**src/rtl/axi_arb_pkg.sv**
```systemverilog
// Shared state encoding and AXI constants for the round-robin AXI read arbiter.
package axi_arb_pkg;

  typedef enum logic [1:0] {
    IDLE,
    ADDR,
    DATA
  } state_e;

  localparam logic [1:0] AXI_BURST_INCR = 2'b01;
  localparam logic [1:0] AXI_RESP_OKAY  = 2'b00;
  localparam int         AXI_ID_W       = 4;
  localparam int         AXI_DATA_W     = 128;

endpackage

```
**src/rtl/axi_rd_arbiter_rr_pick.sv**
```systemverilog
// Combinational round-robin picker: first set request at or after ptr_i, wrapping modulo N.
module rr_pick #(
  parameter int N     = 4,
  parameter int IDX_W = 2
) (
  input  logic [N-1:0]     req_i,
  input  logic [IDX_W-1:0] ptr_i,
  output logic [N-1:0]     gnt_o,
  output logic [IDX_W-1:0] idx_o,
  output logic             any_o
);

  logic [IDX_W:0]   j_wide;
  logic [IDX_W-1:0] j;
  logic             found;

  // NOTE: every output and temporary gets a default first, so no path leaves a latch.
  always_comb begin
    gnt_o  = '0;
    idx_o  = '0;
    found  = 1'b0;
    j_wide = '0;
    j      = '0;
    for (int i = 0; i < N; i++) begin
      j_wide = {1'b0, ptr_i} + (IDX_W+1)'(i);
      if (j_wide >= (IDX_W+1)'(N)) j_wide = j_wide - (IDX_W+1)'(N);
      j = j_wide[IDX_W-1:0];
      if (!found && req_i[j]) begin
        found    = 1'b1;
        gnt_o[j] = 1'b1;
        idx_o    = j;
      end
    end
    any_o = found;
  end

endmodule

```
**src/rtl/axi_rd_arbiter.sv**
```systemverilog
// Shares one AXI4 read master among NUM_REQ clients, one whole burst at a time, with
// round-robin grants, beat steering, response/length checking and a stall watchdog.
module axi_rd_arbiter
  import axi_arb_pkg::*;
#(
  parameter int NUM_REQ        = 4,
  parameter int TIMEOUT_CYCLES = 1024
) (
  input  logic                  clk,
  input  logic                  reset,
  input  logic [NUM_REQ-1:0]    req_valid,
  input  logic [NUM_REQ*32-1:0] req_addr,
  input  logic [NUM_REQ*4-1:0]  req_len,
  output logic [NUM_REQ-1:0]    req_ready,
  output logic [NUM_REQ-1:0]    rd_valid,
  output logic [AXI_DATA_W-1:0] rd_data,
  output logic                  rd_last,
  output logic                  rd_err,
  output logic                  len_err,
  output logic                  timeout_err,
  output logic                  busy,
  output logic                  arvalid,
  input  logic                  arready,
  output logic [31:0]           araddr,
  output logic [AXI_ID_W-1:0]   arid,
  output logic [3:0]            arlen,
  output logic [1:0]            arburst,
  input  logic                  rvalid,
  output logic                  rready,
  input  logic [AXI_DATA_W-1:0] rdata,
  input  logic [1:0]            rresp,
  input  logic [AXI_ID_W-1:0]   rid,
  input  logic                  rlast
);

  localparam int IDX_W = (NUM_REQ > 1) ? $clog2(NUM_REQ) : 1;
  localparam int WD_W  = (TIMEOUT_CYCLES > 1) ? $clog2(TIMEOUT_CYCLES) : 1;

  state_e            state_q, state_d;
  logic [IDX_W-1:0]  rr_ptr_q, rr_ptr_d, gnt_q, gnt_d;
  logic [31:0]       addr_q, addr_d;
  logic [3:0]        len_q, len_d, beat_cnt_q, beat_cnt_d;
  logic [WD_W-1:0]   wd_cnt_q, wd_cnt_d;
  logic              err_sticky_q, err_sticky_d;

  logic [NUM_REQ-1:0] pick_gnt;
  logic [IDX_W-1:0]   pick_idx, next_ptr;
  logic               pick_any, wd_term, beat_err;
  logic [31:0]        sel_addr;
  logic [3:0]         sel_len;

  rr_pick #(.N(NUM_REQ), .IDX_W(IDX_W)) u_pick (
    .req_i (req_valid),
    .ptr_i (rr_ptr_q),
    .gnt_o (pick_gnt),
    .idx_o (pick_idx),
    .any_o (pick_any)
  );

  always_comb begin
    sel_addr = '0;
    sel_len  = '0;
    for (int i = 0; i < NUM_REQ; i++) begin
      if (pick_idx == IDX_W'(i)) begin
        sel_addr = req_addr[32*i +: 32];
        sel_len  = req_len[4*i +: 4];
      end
    end
  end

  assign next_ptr = (gnt_q == IDX_W'(NUM_REQ-1)) ? '0 : gnt_q + IDX_W'(1);
  assign wd_term  = (wd_cnt_q == WD_W'(TIMEOUT_CYCLES-1));
  assign beat_err = (rresp != AXI_RESP_OKAY) || (rid != AXI_ID_W'(gnt_q));

  // NOTE: state is updated only with non-blocking assignments so every register samples pre-edge values.
  always_ff @(posedge clk) begin
    if (reset) begin
      state_q      <= IDLE;
      rr_ptr_q     <= '0;
      gnt_q        <= '0;
      addr_q       <= '0;
      len_q        <= '0;
      beat_cnt_q   <= '0;
      wd_cnt_q     <= '0;
      err_sticky_q <= 1'b0;
    end else begin
      state_q      <= state_d;
      rr_ptr_q     <= rr_ptr_d;
      gnt_q        <= gnt_d;
      addr_q       <= addr_d;
      len_q        <= len_d;
      beat_cnt_q   <= beat_cnt_d;
      wd_cnt_q     <= wd_cnt_d;
      err_sticky_q <= err_sticky_d;
    end
  end

  always_comb begin
    state_d      = state_q;
    rr_ptr_d     = rr_ptr_q;
    gnt_d        = gnt_q;
    addr_d       = addr_q;
    len_d        = len_q;
    beat_cnt_d   = beat_cnt_q;
    wd_cnt_d     = wd_cnt_q;
    err_sticky_d = err_sticky_q;
    unique case (state_q)
      IDLE: begin
        wd_cnt_d = '0;
        if (pick_any) begin
          gnt_d   = pick_idx;
          addr_d  = sel_addr;
          len_d   = sel_len;
          state_d = ADDR;
        end
      end
      ADDR: begin
        if (arready) begin
          state_d      = DATA;
          rr_ptr_d     = next_ptr;
          beat_cnt_d   = '0;
          wd_cnt_d     = '0;
          err_sticky_d = 1'b0;
        end else if (wd_term) begin
          state_d  = IDLE;
          rr_ptr_d = next_ptr;
        end else begin
          wd_cnt_d = wd_cnt_q + WD_W'(1);
        end
      end
      DATA: begin
        // A beat always beats the watchdog, so rlast on the terminal cycle never times out.
        if (rvalid) begin
          beat_cnt_d   = beat_cnt_q + 4'd1;
          wd_cnt_d     = '0;
          err_sticky_d = err_sticky_q | beat_err;
          if (rlast) state_d = IDLE;
        end else if (wd_term) begin
          state_d  = IDLE;
          rr_ptr_d = next_ptr;
        end else begin
          wd_cnt_d = wd_cnt_q + WD_W'(1);
        end
      end
      default: state_d = IDLE;
    endcase
  end

  always_comb begin
    req_ready   = '0;
    rd_valid    = '0;
    rd_last     = 1'b0;
    rd_err      = 1'b0;
    len_err     = 1'b0;
    timeout_err = 1'b0;
    unique case (state_q)
      IDLE: req_ready = pick_gnt;
      ADDR: timeout_err = !arready && wd_term;
      DATA: begin
        if (rvalid) begin
          rd_valid = NUM_REQ'(1) << gnt_q;
          rd_last  = rlast;
          rd_err   = rlast && (err_sticky_q || beat_err);
          len_err  = rlast && (beat_cnt_q != len_q);
        end else begin
          timeout_err = wd_term;
        end
      end
      default: ;
    endcase
  end

  assign arvalid = (state_q == ADDR);
  assign rready  = (state_q == DATA);
  assign busy    = (state_q != IDLE);
  assign araddr  = addr_q;
  assign arlen   = len_q;
  assign arid    = AXI_ID_W'(gnt_q);
  assign arburst = AXI_BURST_INCR;
  assign rd_data = rdata;

endmodule

```
**config.mk**
```make
export PLATFORM = sky130hd
export DESIGN_NAME = axi_rd_arbiter
export DESIGN_NICKNAME = d
export VERILOG_FILES = /design/src/rtl/axi_arb_pkg.sv /design/src/rtl/axi_rd_arbiter_rr_pick.sv /design/src/rtl/axi_rd_arbiter.sv
export SDC_FILE = /design/constraint.sdc
export NUM_CORES = 1
export LEC_CHECK = 0
export BUFFER_PORTS_ARGS = -buffer_cell sky130_fd_sc_hd__buf_2
export CORE_AREA = 2 2 182 184
export CTS_BUF_LIST = sky130_fd_sc_hd__clkbuf_2 sky130_fd_sc_hd__clkbuf_4 sky130_fd_sc_hd__clkbuf_8
export CTS_CLUSTER_DIAMETER = 100
export DETAILED_ROUTE_END_ITERATION = 8
export DIE_AREA = 0 0 184 186
export SLEW_MARGIN = 30
export SYNTH_ARGS = -nofsm -noshare
export SYNTH_HDL_FRONTEND = slang
export SYNTH_SLANG_ARGS = --single-unit
```
**constraint.sdc**
```tcl
create_clock -name clk -period 3.8 [get_ports clk]
set_clock_uncertainty 0.05 [all_clocks]
set_input_delay 0.76 -clock clk [delete_from_list [all_inputs] [get_ports clk]]
set_output_delay 0.76 -clock clk [all_outputs]
set_load 0.02 [all_outputs]
```
==> flow_summary.html, run 1 <==
<table>
<tr><th>Metric</th><th>Value</th></tr>
<tr><th colspan="2">Timing</th></tr>
<tr><td>Final clock period utilization by the worst path</td><td>94.7%</td></tr>
<tr><td>RSZ-0062 raised after global routing</td><td>no</td></tr>
<tr><td>Measured slew at the worst slew-check pin</td><td>0.841 ns</td></tr>
<tr><td>Final number of setup-violating endpoints</td><td>0</td></tr>
<tr><td>Number of endpoints with negative hold slack in the final report</td><td>0</td></tr>
<tr><td>Final period demand of the worst path</td><td>3.60 ns</td></tr>
<tr><td>Smallest hold slack</td><td>0.407 ns</td></tr>
<tr><td>Timing-limited maximum frequency</td><td>0.278 GHz</td></tr>
<tr><td>Fin. max-slew vios</td><td>0</td></tr>
<tr><td>Max-Slew Margin vs Limit</td><td>43.4%</td></tr>
<tr><td>Setup TNS after final layout</td><td>0 ns</td></tr>
<tr><th colspan="2">Synthesis</th></tr>
<tr><td>Dominant synthesized flop cell</td><td>sky130_fd_sc_hd__dfxtp_1</td></tr>
<tr><td>Post-synth EDFFs</td><td>0</td></tr>
<tr><td>Compound-gate portion of the synthesized area</td><td>37.4%</td></tr>
<tr><td>Share of synthesized area spent on multiplexers</td><td>2.12%</td></tr>
<tr><td>Number of synthesis warnings</td><td>0</td></tr>
<tr><td>Combinational family with the most area after synthesis</td><td>compound AO/OA/AOI/OAI gates</td></tr>
<tr><td>Library cell with the largest summed area after synthesis</td><td>sky130_fd_sc_hd__dfxtp_1</td></tr>
<tr><td>Mapped cell area</td><td>0.00620 mm²</td></tr>
<tr><td>Adder-cell area share of the yosys netlist</td><td>3.63%</td></tr>
<tr><td>Synth async-reset ratio</td><td>0%</td></tr>
<tr><td>Mean Syn Cell Area</td><td>8.33 µm²</td></tr>
<tr><td>Sequential area share after synthesis</td><td>18.4%</td></tr>
<tr><td>Leading cell types by total area after synthesis</td><td>sky130_fd_sc_hd__dfxtp_1 18%, sky130_fd_sc_hd__buf_4 16%, sky130_fd_sc_hd__a221oi_1 15%, sky130_fd_sc_hd__a2111oi_2 7.0%, sky130_fd_sc_hd__o31ai_2 5.9%</td></tr>
<tr><td>Gate count of the mapped netlist</td><td>744</td></tr>
<tr><td>Library cells used by synthesis</td><td>61</td></tr>
<tr><td>Area share of xor/xnor cells in the synthesized design</td><td>0.847%</td></tr>
<tr><td>Simple-gate share of the synthesized area</td><td>10.1%</td></tr>
<tr><td>Flip-flop and latch count after synthesis</td><td>57</td></tr>
<tr><td>Area share of the largest cell type after synthesis</td><td>18.4%</td></tr>
<tr><th colspan="2">Setup path</th></tr>
<tr><td>Data arrival, critical path</td><td>2.79 ns</td></tr>
<tr><td>Reg-to-reg setup timing slack</td><td>0.66 ns</td></tr>
<tr><td>Classification of the worst setup path</td><td>reg2out</td></tr>
<tr><td>Destination of the worst register-to-register timing path</td><td>araddr[2]</td></tr>
<tr><td>Largest fanout on the critical path</td><td>10</td></tr>
<tr><td>Crit end category</td><td>primary output</td></tr>
<tr><td>Worst setup path start</td><td>rr_ptr_q[0]</td></tr>
<tr><td>Startpoint class of the critical path</td><td>flip-flop</td></tr>
<tr><td>Depth of the worst register-to-register path</td><td>8</td></tr>
<tr><td>Worst R2R Start</td><td>rr_ptr_q[0]</td></tr>
<tr><td>Worst Path Required</td><td>2.99 ns</td></tr>
<tr><th colspan="2">Global routing</th></tr>
<tr><td>Number of global-route vias before repair</td><td>5,611</td></tr>
<tr><td>First-pass GRT wire length</td><td>33,200 µm</td></tr>
<tr><td>Maximum number of pins on one net before global-route repair</td><td>51</td></tr>
<tr><td>Layer carrying the most global-route usage</td><td>met2</td></tr>
<tr><td>Met1 usage</td><td>14.8%</td></tr>
<tr><td>Met2 Track Usage GR</td><td>21.8%</td></tr>
<tr><td>Global-route usage over all layers</td><td>12.8%</td></tr>
<tr><td>Global routing met3 resource utilization</td><td>3.85%</td></tr>
<tr><td>Total gr overflow</td><td>0</td></tr>
<tr><td>Initial antenna violation count</td><td>5</td></tr>
<tr><th colspan="2">Layout</th></tr>
<tr><td>Share of final-layout standard cells stronger than drive strength 1</td><td>41.2%</td></tr>
<tr><td>Area of all placed cells without fillers</td><td>0.00690 mm²</td></tr>
<tr><td>Final Net Count</td><td>1,097</td></tr>
<tr><td>Synth-to-layout area growth</td><td>11.2%</td></tr>
<tr><td>Final std cells w/o fill</td><td>1,209</td></tr>
<tr><td>Most common library cell in the layout ignoring fill and taps</td><td>sky130_fd_sc_hd__buf_2</td></tr>
<tr><td>Most used cells in the layout excluding fill and tap cells</td><td>211 x sky130_fd_sc_hd__buf_2, 108 x sky130_fd_sc_hd__a221oi_1, 85 x sky130_fd_sc_hd__inv_1, 57 x sky130_fd_sc_hd__dfxtp_1, 41 x sky130_fd_sc_hd__nand2_1</td></tr>
<tr><th colspan="2">Drt</th></tr>
<tr><td>Residual antenna-violating net count after detailed routing</td><td>0</td></tr>
<tr><td>Via density per instance</td><td>4.99</td></tr>
<tr><td>Detailed router's first-iteration violation count</td><td>456</td></tr>
<tr><td>Initial DRT Pass Iterations</td><td>5</td></tr>
<tr><td>WL/cell</td><td>19.4 µm</td></tr>
<tr><td>Via total after detailed routing</td><td>6,035</td></tr>
<tr><td>Routed wire length</td><td>23,400 µm</td></tr>
<tr><td>DRC violations left</td><td>0</td></tr>
<tr><th colspan="2">Die</th></tr>
<tr><td>Number of cell rows</td><td>66</td></tr>
<tr><td>Initial standard-cell utilization of the core</td><td>19.3%</td></tr>
<tr><td>Core area</td><td>0.0322 mm²</td></tr>
<tr><td>Overall die area</td><td>0.0342 mm²</td></tr>
<tr><td>Horizontal die dimension</td><td>184 µm</td></tr>
<tr><td>Die outline height</td><td>186 µm</td></tr>
<tr><td>Num ports</td><td>472</td></tr>
<tr><th colspan="2">Placement</th></tr>
<tr><td>Global placer's final weighted congestion</td><td>0.820</td></tr>
<tr><td>Placed cells</td><td>1,189</td></tr>
<tr><td>Port Buf Inserts</td><td>211</td></tr>
<tr><td>HPWL after detailed placement</td><td>18,100 µm</td></tr>
<tr><td>Dpl cell area</td><td>0.00666 mm²</td></tr>
<tr><th colspan="2">Clocking</th></tr>
<tr><td>Clk sink count</td><td>57</td></tr>
<tr><td>Deepest level of the CTS H-tree</td><td>3</td></tr>
<tr><td>CTS root buf</td><td>sky130_fd_sc_hd__clkbuf_8</td></tr>
<tr><td>Total clock buffers created by CTS</td><td>9</td></tr>
<tr><td>TritonCTS clock tree</td><td>built</td></tr>
<tr><td>Maximum root-to-sink buffer count</td><td>2</td></tr>
<tr><td>Reg clk slew, reported paths</td><td>0.09 ns</td></tr>
<tr><td>Number of post-CTS setup repair buffers</td><td>0</td></tr>
<tr><td>Worst-Skew Late Latency</td><td>0.36 ns</td></tr>
<tr><th colspan="2">Pwr</th></tr>
<tr><td>Leakage dissipation</td><td>3.00 nW</td></tr>
<tr><td>Power per cell area</td><td>399 mW/mm²</td></tr>
<tr><td>Worst VDD drop</td><td>153 µV</td></tr>
<tr><th colspan="2">Run status</th></tr>
<tr><td>Run status</td><td>complete, no violations</td></tr>
<tr><th colspan="2">Worst hold path</th></tr>
<tr><td>Hold Path Sink</td><td>araddr[3]</td></tr>
<tr><td>HP Class</td><td>reg2reg</td></tr>
<tr><td>Hold path startpoint</td><td>araddr[3]</td></tr>
<tr><td>WHS Path Cells</td><td>2</td></tr>
<tr><th colspan="2">Flow run</th></tr>
<tr><td>Max-cap check violation count</td><td>0</td></tr>
</table>
## layer usage
metal | up-vias | wire length, µm
met3 | 89 | 1900
met5 | - | 13
met2 | 274 | 11500
met1 | 2930 | 9140
li1 | 2740 | -
met4 | 2 | 888
## how the worst max path moves through the flow
stage	to	slack [ns]
after detailed placement	req_ready[1]	0.55
after floorplan	req_ready[0]	0.42
final	req_ready[1]	0.20
after global routing	req_ready[1]	0.05
after CTS	req_ready[1]	0.12
after global placement	arlen[1]	0.54
## critical path, cell delays in order, from the launching register on
cell                      delay, ns
sky130_fd_sc_hd__dfxtp_1       0.34
sky130_fd_sc_hd__inv_1         0.13
sky130_fd_sc_hd__ha_2          0.45
sky130_fd_sc_hd__mux4_2        0.66
sky130_fd_sc_hd__nor2b_4       0.26
sky130_fd_sc_hd__a22o_1        0.17
sky130_fd_sc_hd__mux2i_1       0.07
sky130_fd_sc_hd__a21oi_1       0.15
sky130_fd_sc_hd__buf_2         0.18
## cell families (layout without fill, tap and decap cells)
family | count (synthesis) | count (layout)
AND/OR/NAND/NOR | 121 | 121
buffers and inverters | 284 | 335
flip-flops | 57 | 57
AO/OA/AOI/OAI | 247 | 247
other | 2 | 8
XOR/XNOR | 6 | 6
adder cells (fa/ha/maj) | 18 | 18
multiplexers | 9 | 9
## metrics by stage
step / util, % / worst slack [ns] / power (mW)
after floorplan: - / 0.423 / 1.86
after global placement: 20.5 / 0.540 / 2.08
after detailed placement: 20.7 / 0.545 / 2.11
after CTS: 21.4 / 0.119 / 2.79
after global routing: 21.4 / 0.0518 / 2.92
final: 21.4 / 0.203 / 2.75
## synthesized netlist by cell type (4+ instances only)
| cell type | number |
|---|---|
| sky130_fd_sc_hd__buf_2 | 14 |
| sky130_fd_sc_hd__a31oi_1 | 4 |
| sky130_fd_sc_hd__a22o_1 | 5 |
| sky130_fd_sc_hd__or4_1 | 4 |
| sky130_fd_sc_hd__ha_1 | 18 |
| sky130_fd_sc_hd__nand2_1 | 42 |
| sky130_fd_sc_hd__a221oi_1 | 108 |
| sky130_fd_sc_hd__nor3_1 | 6 |
| sky130_fd_sc_hd__buf_4 | 135 |
| sky130_fd_sc_hd__buf_6 | 8 |
| sky130_fd_sc_hd__dfxtp_1 | 57 |
| sky130_fd_sc_hd__o31ai_2 | 29 |
| sky130_fd_sc_hd__xnor2_1 | 4 |
| sky130_fd_sc_hd__a2111oi_0 | 7 |
| sky130_fd_sc_hd__nor2_1 | 22 |
| sky130_fd_sc_hd__inv_1 | 85 |
| sky130_fd_sc_hd__o31ai_1 | 9 |
| sky130_fd_sc_hd__nor2b_1 | 4 |
| sky130_fd_sc_hd__o21ai_0 | 13 |
| sky130_fd_sc_hd__mux2i_1 | 6 |
| sky130_fd_sc_hd__and3_1 | 9 |
| sky130_fd_sc_hd__nand2b_1 | 5 |
| sky130_fd_sc_hd__clkbuf_1 | 38 |
| sky130_fd_sc_hd__a21oi_1 | 23 |
| sky130_fd_sc_hd__nand3_1 | 8 |
| sky130_fd_sc_hd__a2111oi_2 | 29 |
## sequential cells by signal, indices dropped and copies added (netlist names)
name and cells:
rr_ptr_q 2, beat_cnt_q 4, arlen 4, araddr 32
state_q 2, wd_cnt_q 10, gnt_q 2, err_sticky_q 1
## area by class of cell
type                    count  area [µm²]
fillers                  3565       25300
multi-input cells         405        3400
repair buffers            234        1290
flip-flops and latches     57        1140
well taps                 408         510
inverters                  85         319
clock buffers               9         124
clock inverters             7        95.1
diodes                      4        10.0
## repair_timing
item,in CTS,in global routing
gates resized for setup,0,2
hold buffers,0,0
setup endpoints to repair,0,4
## report_power, final
group          switching (mW)  internal [mW]
combinational           0.813          0.500
clock                   0.300          0.369
sequential             0.0803          0.691
total                    1.19           1.56
No activity file was read; power rests on OpenSTA's default activity.
==> inputs of run 2 (changes only) <==
--- a/config.mk
+++ b/config.mk
@@ -11,6 +11,7 @@
 export CTS_CLUSTER_DIAMETER = 100
 export DETAILED_ROUTE_END_ITERATION = 8
 export DIE_AREA = 0 0 184 186
+export GPL_TIMING_DRIVEN = 0
 export SLEW_MARGIN = 30
 export SYNTH_ARGS = -nofsm -noshare
 export SYNTH_HDL_FRONTEND = slang
==> flow_summary.html, run 2 (synthesized netlist as in run 1, its figures left out) <==
<table>
<tr><th>Metric</th><th>Value</th></tr>
<tr><th colspan="2">Timing</th></tr>
<tr><td>Timing-limited maximum frequency</td><td>0.275 GHz (was 0.278 GHz)</td></tr>
<tr><td>Final clock period utilization by the worst path</td><td>95.6% (was 94.7%)</td></tr>
<tr><td>Worst path setup slack after routing</td><td>0.165 ns (was 0.203 ns)</td></tr>
<tr><td>Number of endpoints with negative hold slack in the final report</td><td>0 (unchanged)</td></tr>
<tr><td>Max-Slew Margin vs Limit</td><td>44.3% (was 43.4%)</td></tr>
<tr><td>RSZ-0062 raised after global routing</td><td>no (unchanged)</td></tr>
<tr><td>Setup TNS after final layout</td><td>0 ns (unchanged)</td></tr>
<tr><td>Smallest hold slack</td><td>0.408 ns (was 0.407 ns)</td></tr>
<tr><td>Measured slew at the worst slew-check pin</td><td>0.827 ns (was 0.841 ns)</td></tr>
<tr><td>Final number of setup-violating endpoints</td><td>0 (unchanged)</td></tr>
<tr><td>Final period demand of the worst path</td><td>3.63 ns (was 3.60 ns)</td></tr>
<tr><td>Fin. max-slew vios</td><td>0 (unchanged)</td></tr>
<tr><th colspan="2">Clocking</th></tr>
<tr><td>Total clock buffers created by CTS</td><td>9 (unchanged)</td></tr>
<tr><td>Deepest level of the CTS H-tree</td><td>3 (unchanged)</td></tr>
<tr><td>Reg clk slew, reported paths</td><td>0.08 ns (was 0.09 ns)</td></tr>
<tr><td>Worst-Skew Late Latency</td><td>0.35 ns (was 0.36 ns)</td></tr>
<tr><td>Clk sink count</td><td>57 (unchanged)</td></tr>
<tr><td>CTS root buf</td><td>sky130_fd_sc_hd__clkbuf_8 (unchanged)</td></tr>
<tr><td>TritonCTS clock tree</td><td>built (unchanged)</td></tr>
<tr><td>Maximum root-to-sink buffer count</td><td>2 (unchanged)</td></tr>
<tr><td>Cts-stage hold buffer count</td><td>0 (unchanged)</td></tr>
<tr><th colspan="2">Layout</th></tr>
<tr><td>Synth-to-layout area growth</td><td>39.8% (was 11.2%)</td></tr>
<tr><td>Filler Cells Inserted</td><td>3,496 (was 3,565)</td></tr>
<tr><td>Number of flip-flops under the largest register name</td><td>32 (unchanged)</td></tr>
<tr><td>Final Net Count</td><td>1,404 (was 1,097)</td></tr>
<tr><td>Most common library cell in the layout ignoring fill and taps</td><td>sky130_fd_sc_hd__buf_2 (unchanged)</td></tr>
<tr><td>Share of final-layout standard cells stronger than drive strength 1</td><td>53.7% (was 41.2%)</td></tr>
<tr><td>Final std cells w/o fill</td><td>1,512 (was 1,209)</td></tr>
<tr><td>Diode insertion count for antenna repair</td><td>0 (was 4)</td></tr>
<tr><td>Most used cells in the layout excluding fill and tap cells</td><td>351 x sky130_fd_sc_hd__buf_2, 140 x sky130_fd_sc_hd__buf_4, 108 x sky130_fd_sc_hd__a221oi_1, 84 x sky130_fd_sc_hd__inv_1, 55 x sky130_fd_sc_hd__dfxtp_1 (was 211 x sky130_fd_sc_hd__buf_2, 108 x sky130_fd_sc_hd__a221oi_1, 85 x sky130_fd_sc_hd__inv_1, 57 x sky130_fd_sc_hd__dfxtp_1, 41 x sky130_fd_sc_hd__nand2_1)</td></tr>
<tr><th colspan="2">Pwr</th></tr>
<tr><td>Clk network pwr share</td><td>20.8% (was 24.3%)</td></tr>
<tr><td>Leakage dissipation</td><td>4.21 nW (was 3.00 nW)</td></tr>
<tr><td>Combinational cell fraction of total power</td><td>53.9% (was 47.7%)</td></tr>
<tr><td>Power per cell area</td><td>350 mW/mm² (was 399 mW/mm²)</td></tr>
<tr><td>Net load switching power</td><td>1.36 mW (was 1.19 mW)</td></tr>
<tr><td>Sequential Power Share</td><td>25.3% (was 28.0%)</td></tr>
<tr><td>Worst VDD drop</td><td>116 µV (was 153 µV)</td></tr>
<tr><td>Switching share of total power</td><td>44.8% (was 43.3%)</td></tr>
<tr><td>Int Pwr</td><td>1.67 mW (was 1.56 mW)</td></tr>
<tr><th colspan="2">Placement</th></tr>
<tr><td>Port Buf Inserts</td><td>338 (was 211)</td></tr>
<tr><td>Setup WS pre-CTS</td><td>-0.0256 ns (was 0.545 ns)</td></tr>
<tr><td>Global placer's final weighted congestion</td><td>0.917 (was 0.820)</td></tr>
<tr><td>Placed cells</td><td>1,492 (was 1,189)</td></tr>
<tr><td>HPWL after detailed placement</td><td>22,400 µm (was 18,100 µm)</td></tr>
<tr><th colspan="2">Setup path</th></tr>
<tr><td>Reg-to-reg setup timing slack</td><td>0.37 ns (was 0.66 ns)</td></tr>
<tr><td>Crit end category</td><td>primary output (unchanged)</td></tr>
<tr><td>Data arrival, critical path</td><td>2.82 ns (was 2.79 ns)</td></tr>
<tr><td>Startpoint class of the critical path</td><td>flip-flop (unchanged)</td></tr>
<tr><td>Largest fanout on the critical path</td><td>10 (unchanged)</td></tr>
<tr><td>Classification of the worst setup path</td><td>reg2out (unchanged)</td></tr>
<tr><td>Worst Path Required</td><td>2.99 ns (about the same)</td></tr>
<tr><th colspan="2">Drt</th></tr>
<tr><td>Initial DRT Pass Iterations</td><td>5 (unchanged)</td></tr>
<tr><td>Detailed router's first-iteration violation count</td><td>436 (was 456)</td></tr>
<tr><td>Routed wire length</td><td>27,200 µm (was 23,400 µm)</td></tr>
<tr><td>Residual antenna-violating net count after detailed routing</td><td>0 (unchanged)</td></tr>
<tr><td>Via total after detailed routing</td><td>7,099 (was 6,035)</td></tr>
<tr><td>Via density per instance</td><td>4.70 (was 4.99)</td></tr>
<tr><td>WL/cell</td><td>18.0 µm (was 19.4 µm)</td></tr>
<tr><td>DRC violations left</td><td>0 (unchanged)</td></tr>
<tr><th colspan="2">Global routing</th></tr>
<tr><td>Total gr overflow</td><td>0 (unchanged)</td></tr>
<tr><td>Number of global-route vias before repair</td><td>6,314 (was 5,611)</td></tr>
<tr><td>Initial antenna violation count</td><td>0 (was 5)</td></tr>
<tr><td>Global-route usage over all layers</td><td>14.7% (was 12.8%)</td></tr>
<tr><td>Maximum number of pins on one net before global-route repair</td><td>11 (was 51)</td></tr>
<tr><td>First-pass GRT wire length</td><td>37,800 µm (was 33,200 µm)</td></tr>
<tr><th colspan="2">Die</th></tr>
<tr><td>Core area</td><td>0.0322 mm² (unchanged)</td></tr>
<tr><td>Initial standard-cell utilization of the core</td><td>19.3% (unchanged)</td></tr>
<tr><td>Overall die area</td><td>0.0342 mm² (unchanged)</td></tr>
<tr><td>Horizontal die dimension</td><td>184 µm (unchanged)</td></tr>
<tr><td>Number of cell rows</td><td>66 (unchanged)</td></tr>
<tr><td>Num ports</td><td>472 (unchanged)</td></tr>
<tr><td>Die outline height</td><td>186 µm (unchanged)</td></tr>
<tr><th colspan="2">Run status</th></tr>
<tr><td>Run status</td><td>complete, no violations (unchanged)</td></tr>
<tr><th colspan="2">Flow run</th></tr>
<tr><td>Max-cap check violation count</td><td>0 (unchanged)</td></tr>
<tr><th colspan="2">Worst hold path</th></tr>
<tr><td>HP Class</td><td>reg2reg (unchanged)</td></tr>
</table>
## run 2: cell count changes in the layout (fill, tap and decap cells not counted), moves of 2 or more
cell / change
sky130_fd_sc_hd__buf_4: +121
sky130_fd_sc_hd__diode_2: -4
sky130_fd_sc_hd__clkbuf_1: +38
sky130_fd_sc_hd__dfxtp_1: -2
sky130_fd_sc_hd__buf_6: +7
sky130_fd_sc_hd__clkinv_4: -2
sky130_fd_sc_hd__buf_2: +140
sky130_fd_sc_hd__buf_16: -2
sky130_fd_sc_hd__buf_12: +2
sky130_fd_sc_hd__clkinvlp_4: +2
## run 2: metrics by stage
stage	total power, mW	utilization, %	area (µm²)
6_report	3.04	26.9	8670
5_1_grt	3.22	26.9	8670
4_1_cts	3.07	26.9	8650
3_5_place_dp	2.41	26.1	8420
3_3_place_gp	2.40	26.1	8410
2_1_floorplan	1.86	-	6210
## run 2: final cells by class
type	count	area (µm²)	share of cell area (%)
Inverter	85	323	3.72
Tap cell	408	510	5.89
Sequential cell	57	1150	13.2
Buffer	199	1390	16.0
Clock buffer	11	145	1.67
Multi-Input combinational cell	405	3380	39.0
Clock inverter	5	55.1	0.635
Timing Repair Buffer	342	1720	19.9
## run 2: routing by layer
metal / up-vias / routed length (µm) / GRT usage (%)
met5: - / 0 / 0
met4: 0 / 226 / 2.37
met3: 19 / 1740 / 2.92
met2: 354 / 14500 / 27.3
met1: 3380 / 10700 / 17.7
li1: 3346 / - / -
## run 2: power groups by stage
stage                     clock network (mW)  registers, mW  logic (mW)
final                                  0.631          0.768        1.64
after global routing                   0.681          0.784        1.76
after CTS                              0.658          0.774        1.64
after global placement                     0          0.785        1.61
after floorplan                            0          0.866       0.995
after detailed placement                   0          0.786        1.63
## run 2: worst max-delay path, stage by stage, from the launching register on
cell and delay [ns]:
sky130_fd_sc_hd__dfxtp_2 0.44, sky130_fd_sc_hd__inv_1 0.16, sky130_fd_sc_hd__ha_1 0.31, sky130_fd_sc_hd__buf_6 0.14
sky130_fd_sc_hd__or3b_2 0.44, sky130_fd_sc_hd__a211o_1 0.31, sky130_fd_sc_hd__a21oi_2 0.17, sky130_fd_sc_hd__o21ai_0 0.11
sky130_fd_sc_hd__a21oi_1 0.19, sky130_fd_sc_hd__buf_2 0.20
## run 2: path summary, 6_finish.rpt
check | from | endpoint | cells past startpoint
worst min-delay path | araddr[1] | araddr[1] | 2
worst max-delay path | rr_ptr_q[1] | req_ready[1] | 9
worst max register to register | rr_ptr_q[1] | araddr[1] | 10
worst min register to register | araddr[1] | araddr[1] | 2
## run 2: timing repair
action                     in CTS  in global routing
buffers inserted                3                  1
setup endpoints to repair       6                  4
pin swaps                       0                  1
resized for setup               5                  3
==> inputs of run 3 (changes only) <==
--- a/config.mk
+++ b/config.mk
@@ -12,6 +12,7 @@
 export DETAILED_ROUTE_END_ITERATION = 8
 export DIE_AREA = 0 0 184 186
 export GPL_TIMING_DRIVEN = 0
+export RECOVER_POWER = 50
 export SLEW_MARGIN = 30
 export SYNTH_ARGS = -nofsm -noshare
 export SYNTH_HDL_FRONTEND = slang
==> flow_summary.html, run 3 (synthesized netlist as in run 1, its figures left out) <==
<table>
<tr><th>Metric</th><th>Value</th></tr>
<tr><th colspan="2">Run status</th></tr>
<tr><td>Run status</td><td>complete, no violations (unchanged)</td></tr>
<tr><th colspan="2">Timing</th></tr>
<tr><td>Max-Slew Margin vs Limit</td><td>42.6% (was 44.3%)</td></tr>
<tr><td>Smallest hold slack</td><td>0.412 ns (was 0.408 ns)</td></tr>
<tr><td>RSZ-0062 raised after global routing</td><td>no (unchanged)</td></tr>
<tr><td>Measured slew at the worst slew-check pin</td><td>0.853 ns (was 0.827 ns)</td></tr>
<tr><td>Fin. max-slew vios</td><td>0 (unchanged)</td></tr>
<tr><td>Final clock period utilization by the worst path</td><td>95.6% (about the same)</td></tr>
<tr><td>Timing-limited maximum frequency</td><td>0.275 GHz (about the same)</td></tr>
<tr><td>Worst path setup slack after routing</td><td>0.168 ns (was 0.165 ns)</td></tr>
<tr><td>Final number of setup-violating endpoints</td><td>0 (unchanged)</td></tr>
<tr><td>Number of endpoints with negative hold slack in the final report</td><td>0 (unchanged)</td></tr>
<tr><td>Final period demand of the worst path</td><td>3.63 ns (about the same)</td></tr>
<tr><th colspan="2">Drt</th></tr>
<tr><td>Via total after detailed routing</td><td>7,126 (was 7,099)</td></tr>
<tr><td>Routed wire length</td><td>27,100 µm (was 27,200 µm)</td></tr>
<tr><td>WL/cell</td><td>17.9 µm (was 18.0 µm)</td></tr>
<tr><td>Via density per instance</td><td>4.71 (was 4.70)</td></tr>
<tr><td>Detailed router's first-iteration violation count</td><td>436 (unchanged)</td></tr>
<tr><td>Residual antenna-violating net count after detailed routing</td><td>0 (unchanged)</td></tr>
<tr><td>DRC violations left</td><td>0 (unchanged)</td></tr>
<tr><td>Initial DRT Pass Iterations</td><td>7 (was 5)</td></tr>
<tr><th colspan="2">Setup path</th></tr>
<tr><td>Classification of the worst setup path</td><td>reg2out (unchanged)</td></tr>
<tr><td>Startpoint class of the critical path</td><td>flip-flop (unchanged)</td></tr>
<tr><td>Worst Path Required</td><td>2.99 ns (about the same)</td></tr>
<tr><td>Timing endpoint of the critical path</td><td>req_ready[1] (unchanged)</td></tr>
<tr><td>Reg-to-reg setup timing slack</td><td>0.40 ns (was 0.37 ns)</td></tr>
<tr><td>Worst setup path start</td><td>rr_ptr_q[0] (was rr_ptr_q[1])</td></tr>
<tr><td>Destination of the worst register-to-register timing path</td><td>araddr[18] (was araddr[1])</td></tr>
<tr><td>Largest fanout on the critical path</td><td>10 (unchanged)</td></tr>
<tr><td>Worst R2R Start</td><td>rr_ptr_q[0] (was rr_ptr_q[1])</td></tr>
<tr><td>Data arrival, critical path</td><td>2.82 ns (about the same)</td></tr>
<tr><td>Crit end category</td><td>primary output (unchanged)</td></tr>
<tr><td>Depth of the worst register-to-register path</td><td>11 (was 10)</td></tr>
<tr><th colspan="2">Die</th></tr>
<tr><td>Number of cell rows</td><td>66 (unchanged)</td></tr>
<tr><td>Die outline height</td><td>186 µm (unchanged)</td></tr>
<tr><td>Core area</td><td>0.0322 mm² (unchanged)</td></tr>
<tr><td>Initial standard-cell utilization of the core</td><td>19.3% (unchanged)</td></tr>
<tr><td>Horizontal die dimension</td><td>184 µm (unchanged)</td></tr>
<tr><td>Num ports</td><td>472 (unchanged)</td></tr>
<tr><td>Overall die area</td><td>0.0342 mm² (unchanged)</td></tr>
<tr><th colspan="2">Global routing</th></tr>
<tr><td>Total gr overflow</td><td>0 (unchanged)</td></tr>
<tr><td>Initial antenna violation count</td><td>0 (unchanged)</td></tr>
<tr><td>Number of global-route vias before repair</td><td>6,314 (unchanged)</td></tr>
<tr><td>First-pass GRT wire length</td><td>37,800 µm (unchanged)</td></tr>
<tr><td>Maximum number of pins on one net before global-route repair</td><td>11 (unchanged)</td></tr>
<tr><td>Global-route usage over all layers</td><td>14.7% (unchanged)</td></tr>
<tr><th colspan="2">Worst hold path</th></tr>
<tr><td>Hold path startpoint</td><td>araddr[1] (unchanged)</td></tr>
<tr><td>HP Class</td><td>reg2reg (unchanged)</td></tr>
<tr><th colspan="2">Clocking</th></tr>
<tr><td>Deepest level of the CTS H-tree</td><td>3 (unchanged)</td></tr>
<tr><td>CTS root buf</td><td>sky130_fd_sc_hd__clkbuf_8 (unchanged)</td></tr>
<tr><td>Clk sink count</td><td>57 (unchanged)</td></tr>
<tr><td>Worst-Skew Late Latency</td><td>0.35 ns (about the same)</td></tr>
<tr><td>TritonCTS clock tree</td><td>built (unchanged)</td></tr>
<tr><td>Reg clk slew, reported paths</td><td>0.08 ns (about the same)</td></tr>
<tr><td>Total clock buffers created by CTS</td><td>9 (unchanged)</td></tr>
<tr><td>Maximum root-to-sink buffer count</td><td>2 (unchanged)</td></tr>
<tr><th colspan="2">Placement</th></tr>
<tr><td>Port Buf Inserts</td><td>338 (unchanged)</td></tr>
<tr><td>Global placer's final weighted congestion</td><td>0.917 (unchanged)</td></tr>
<tr><td>Setup WS pre-CTS</td><td>-0.0256 ns (unchanged)</td></tr>
<tr><td>Placed cells</td><td>1,492 (unchanged)</td></tr>
<tr><td>HPWL after detailed placement</td><td>22,400 µm (unchanged)</td></tr>
<tr><th colspan="2">Layout</th></tr>
<tr><td>Most common library cell in the layout ignoring fill and taps</td><td>sky130_fd_sc_hd__buf_2 (unchanged)</td></tr>
<tr><td>Final std cells w/o fill</td><td>1,512 (unchanged)</td></tr>
<tr><td>Post-layout utilization of the core</td><td>26.5% (was 26.9%)</td></tr>
<tr><td>Number of flip-flops under the largest register name</td><td>32 (unchanged)</td></tr>
<tr><td>Most used cells in the layout excluding fill and tap cells</td><td>235 x sky130_fd_sc_hd__buf_2, 154 x sky130_fd_sc_hd__clkbuf_1, 140 x sky130_fd_sc_hd__buf_4, 108 x sky130_fd_sc_hd__a221oi_1, 84 x sky130_fd_sc_hd__inv_1 (was 351 x sky130_fd_sc_hd__buf_2, 140 x sky130_fd_sc_hd__buf_4, 108 x sky130_fd_sc_hd__a221oi_1, 84 x sky130_fd_sc_hd__inv_1, 55 x sky130_fd_sc_hd__dfxtp_1)</td></tr>
<tr><td>Diode insertion count for antenna repair</td><td>0 (unchanged)</td></tr>
<tr><td>Share of final-layout standard cells stronger than drive strength 1</td><td>43.2% (was 53.7%)</td></tr>
<tr><td>Synth-to-layout area growth</td><td>37.5% (was 39.8%)</td></tr>
<tr><td>Filler Cells Inserted</td><td>3,576 (was 3,496)</td></tr>
<tr><td>Final Net Count</td><td>1,404 (unchanged)</td></tr>
<tr><th colspan="2">Flow run</th></tr>
<tr><td>Max-cap check violation count</td><td>0 (unchanged)</td></tr>
<tr><th colspan="2">Pwr</th></tr>
<tr><td>Total power consumption of the routed design</td><td>3.01 mW (was 3.04 mW)</td></tr>
<tr><td>Leakage dissipation</td><td>3.85 nW (was 4.21 nW)</td></tr>
<tr><td>Worst VDD drop</td><td>116 µV (about the same)</td></tr>
<tr><td>Power per cell area</td><td>353 mW/mm² (was 350 mW/mm²)</td></tr>
</table>
[run 3: changes by cell type in the layout (fill, tap and decap cells not counted), sizes merged]
cell / previous run / this run
buf: 503 / 387
clkbuf: 49 / 165
[run 3: cell type report]
class                           instances  area (µm²)  area share (%)
Multi-Input combinational cell        405        3380            39.6
Sequential cell                        57        1150            13.4
Timing Repair Buffer                  342        1580            18.5
Clock inverter                          5        55.1           0.646
Buffer                                199        1390            16.3
Tap cell                              408         510            5.99
Inverter                               85         323            3.79
Clock buffer                           11         145            1.70
[run 3: where the power goes]
| group | switching, mW | internal [mW] | leakage [nW] |
|---|---|---|---|
| Sequential | 0.0783 | 0.692 | 0.470 |
| Clock | 0.308 | 0.326 | 0.0987 |
| Combinational | 0.980 | 0.624 | 3.28 |
| Total | 1.37 | 1.64 | 3.85 |
[run 3: how the worst min path moves through the flow]
stage          cells after the start           to  slack [ns]
6_report                           2    araddr[1]        0.41
4_1_cts                            2    araddr[1]        0.41
3_5_place_dp                       2    araddr[1]        0.39
3_3_place_gp                       2   araddr[17]        0.39
5_1_grt                            2    araddr[0]        0.43
2_1_floorplan                      2  wd_cnt_q[1]        0.42
[run 3: what timing repair did]
item / 4_1_cts / 5_1_grt
setup endpoints to repair: 6 / 4
resized for setup: 5 / 3
hold buffers: 0 / 0
hold endpoints to repair: 0 / 0
pin swaps: 0 / 1
buffers inserted: 3 / 1
[run 3: stage by stage]
stage	area (µm²)	TNS [ns]
6_report	8530	0
4_1_cts	8650	0
5_1_grt	8530	0
3_3_place_gp	8410	-1.16
3_5_place_dp	8420	-0.0256
2_1_floorplan	6210	0
[run 3: worst max-delay path: stages, from the launching register on]
cell and delay [ns]:
sky130_fd_sc_hd__dfxtp_4 0.38, sky130_fd_sc_hd__buf_12 0.15, sky130_fd_sc_hd__clkinvlp_4 0.09, sky130_fd_sc_hd__ha_1 0.30, sky130_fd_sc_hd__buf_6 0.14, sky130_fd_sc_hd__or3b_2 0.44, sky130_fd_sc_hd__a211o_1 0.31, sky130_fd_sc_hd__a21oi_2 0.18
sky130_fd_sc_hd__o21ai_0 0.11, sky130_fd_sc_hd__a21oi_1 0.19, sky130_fd_sc_hd__buf_2 0.20
[run 3: per-layer routing]
| metal | GRT usage [%] | wire, µm |
|---|---|---|
| met1 | 17.7 | 10600 |
| met4 | 2.37 | 308 |
| met2 | 27.3 | 14400 |
| met3 | 2.92 | 1840 |
| met5 | 0 | 0 |
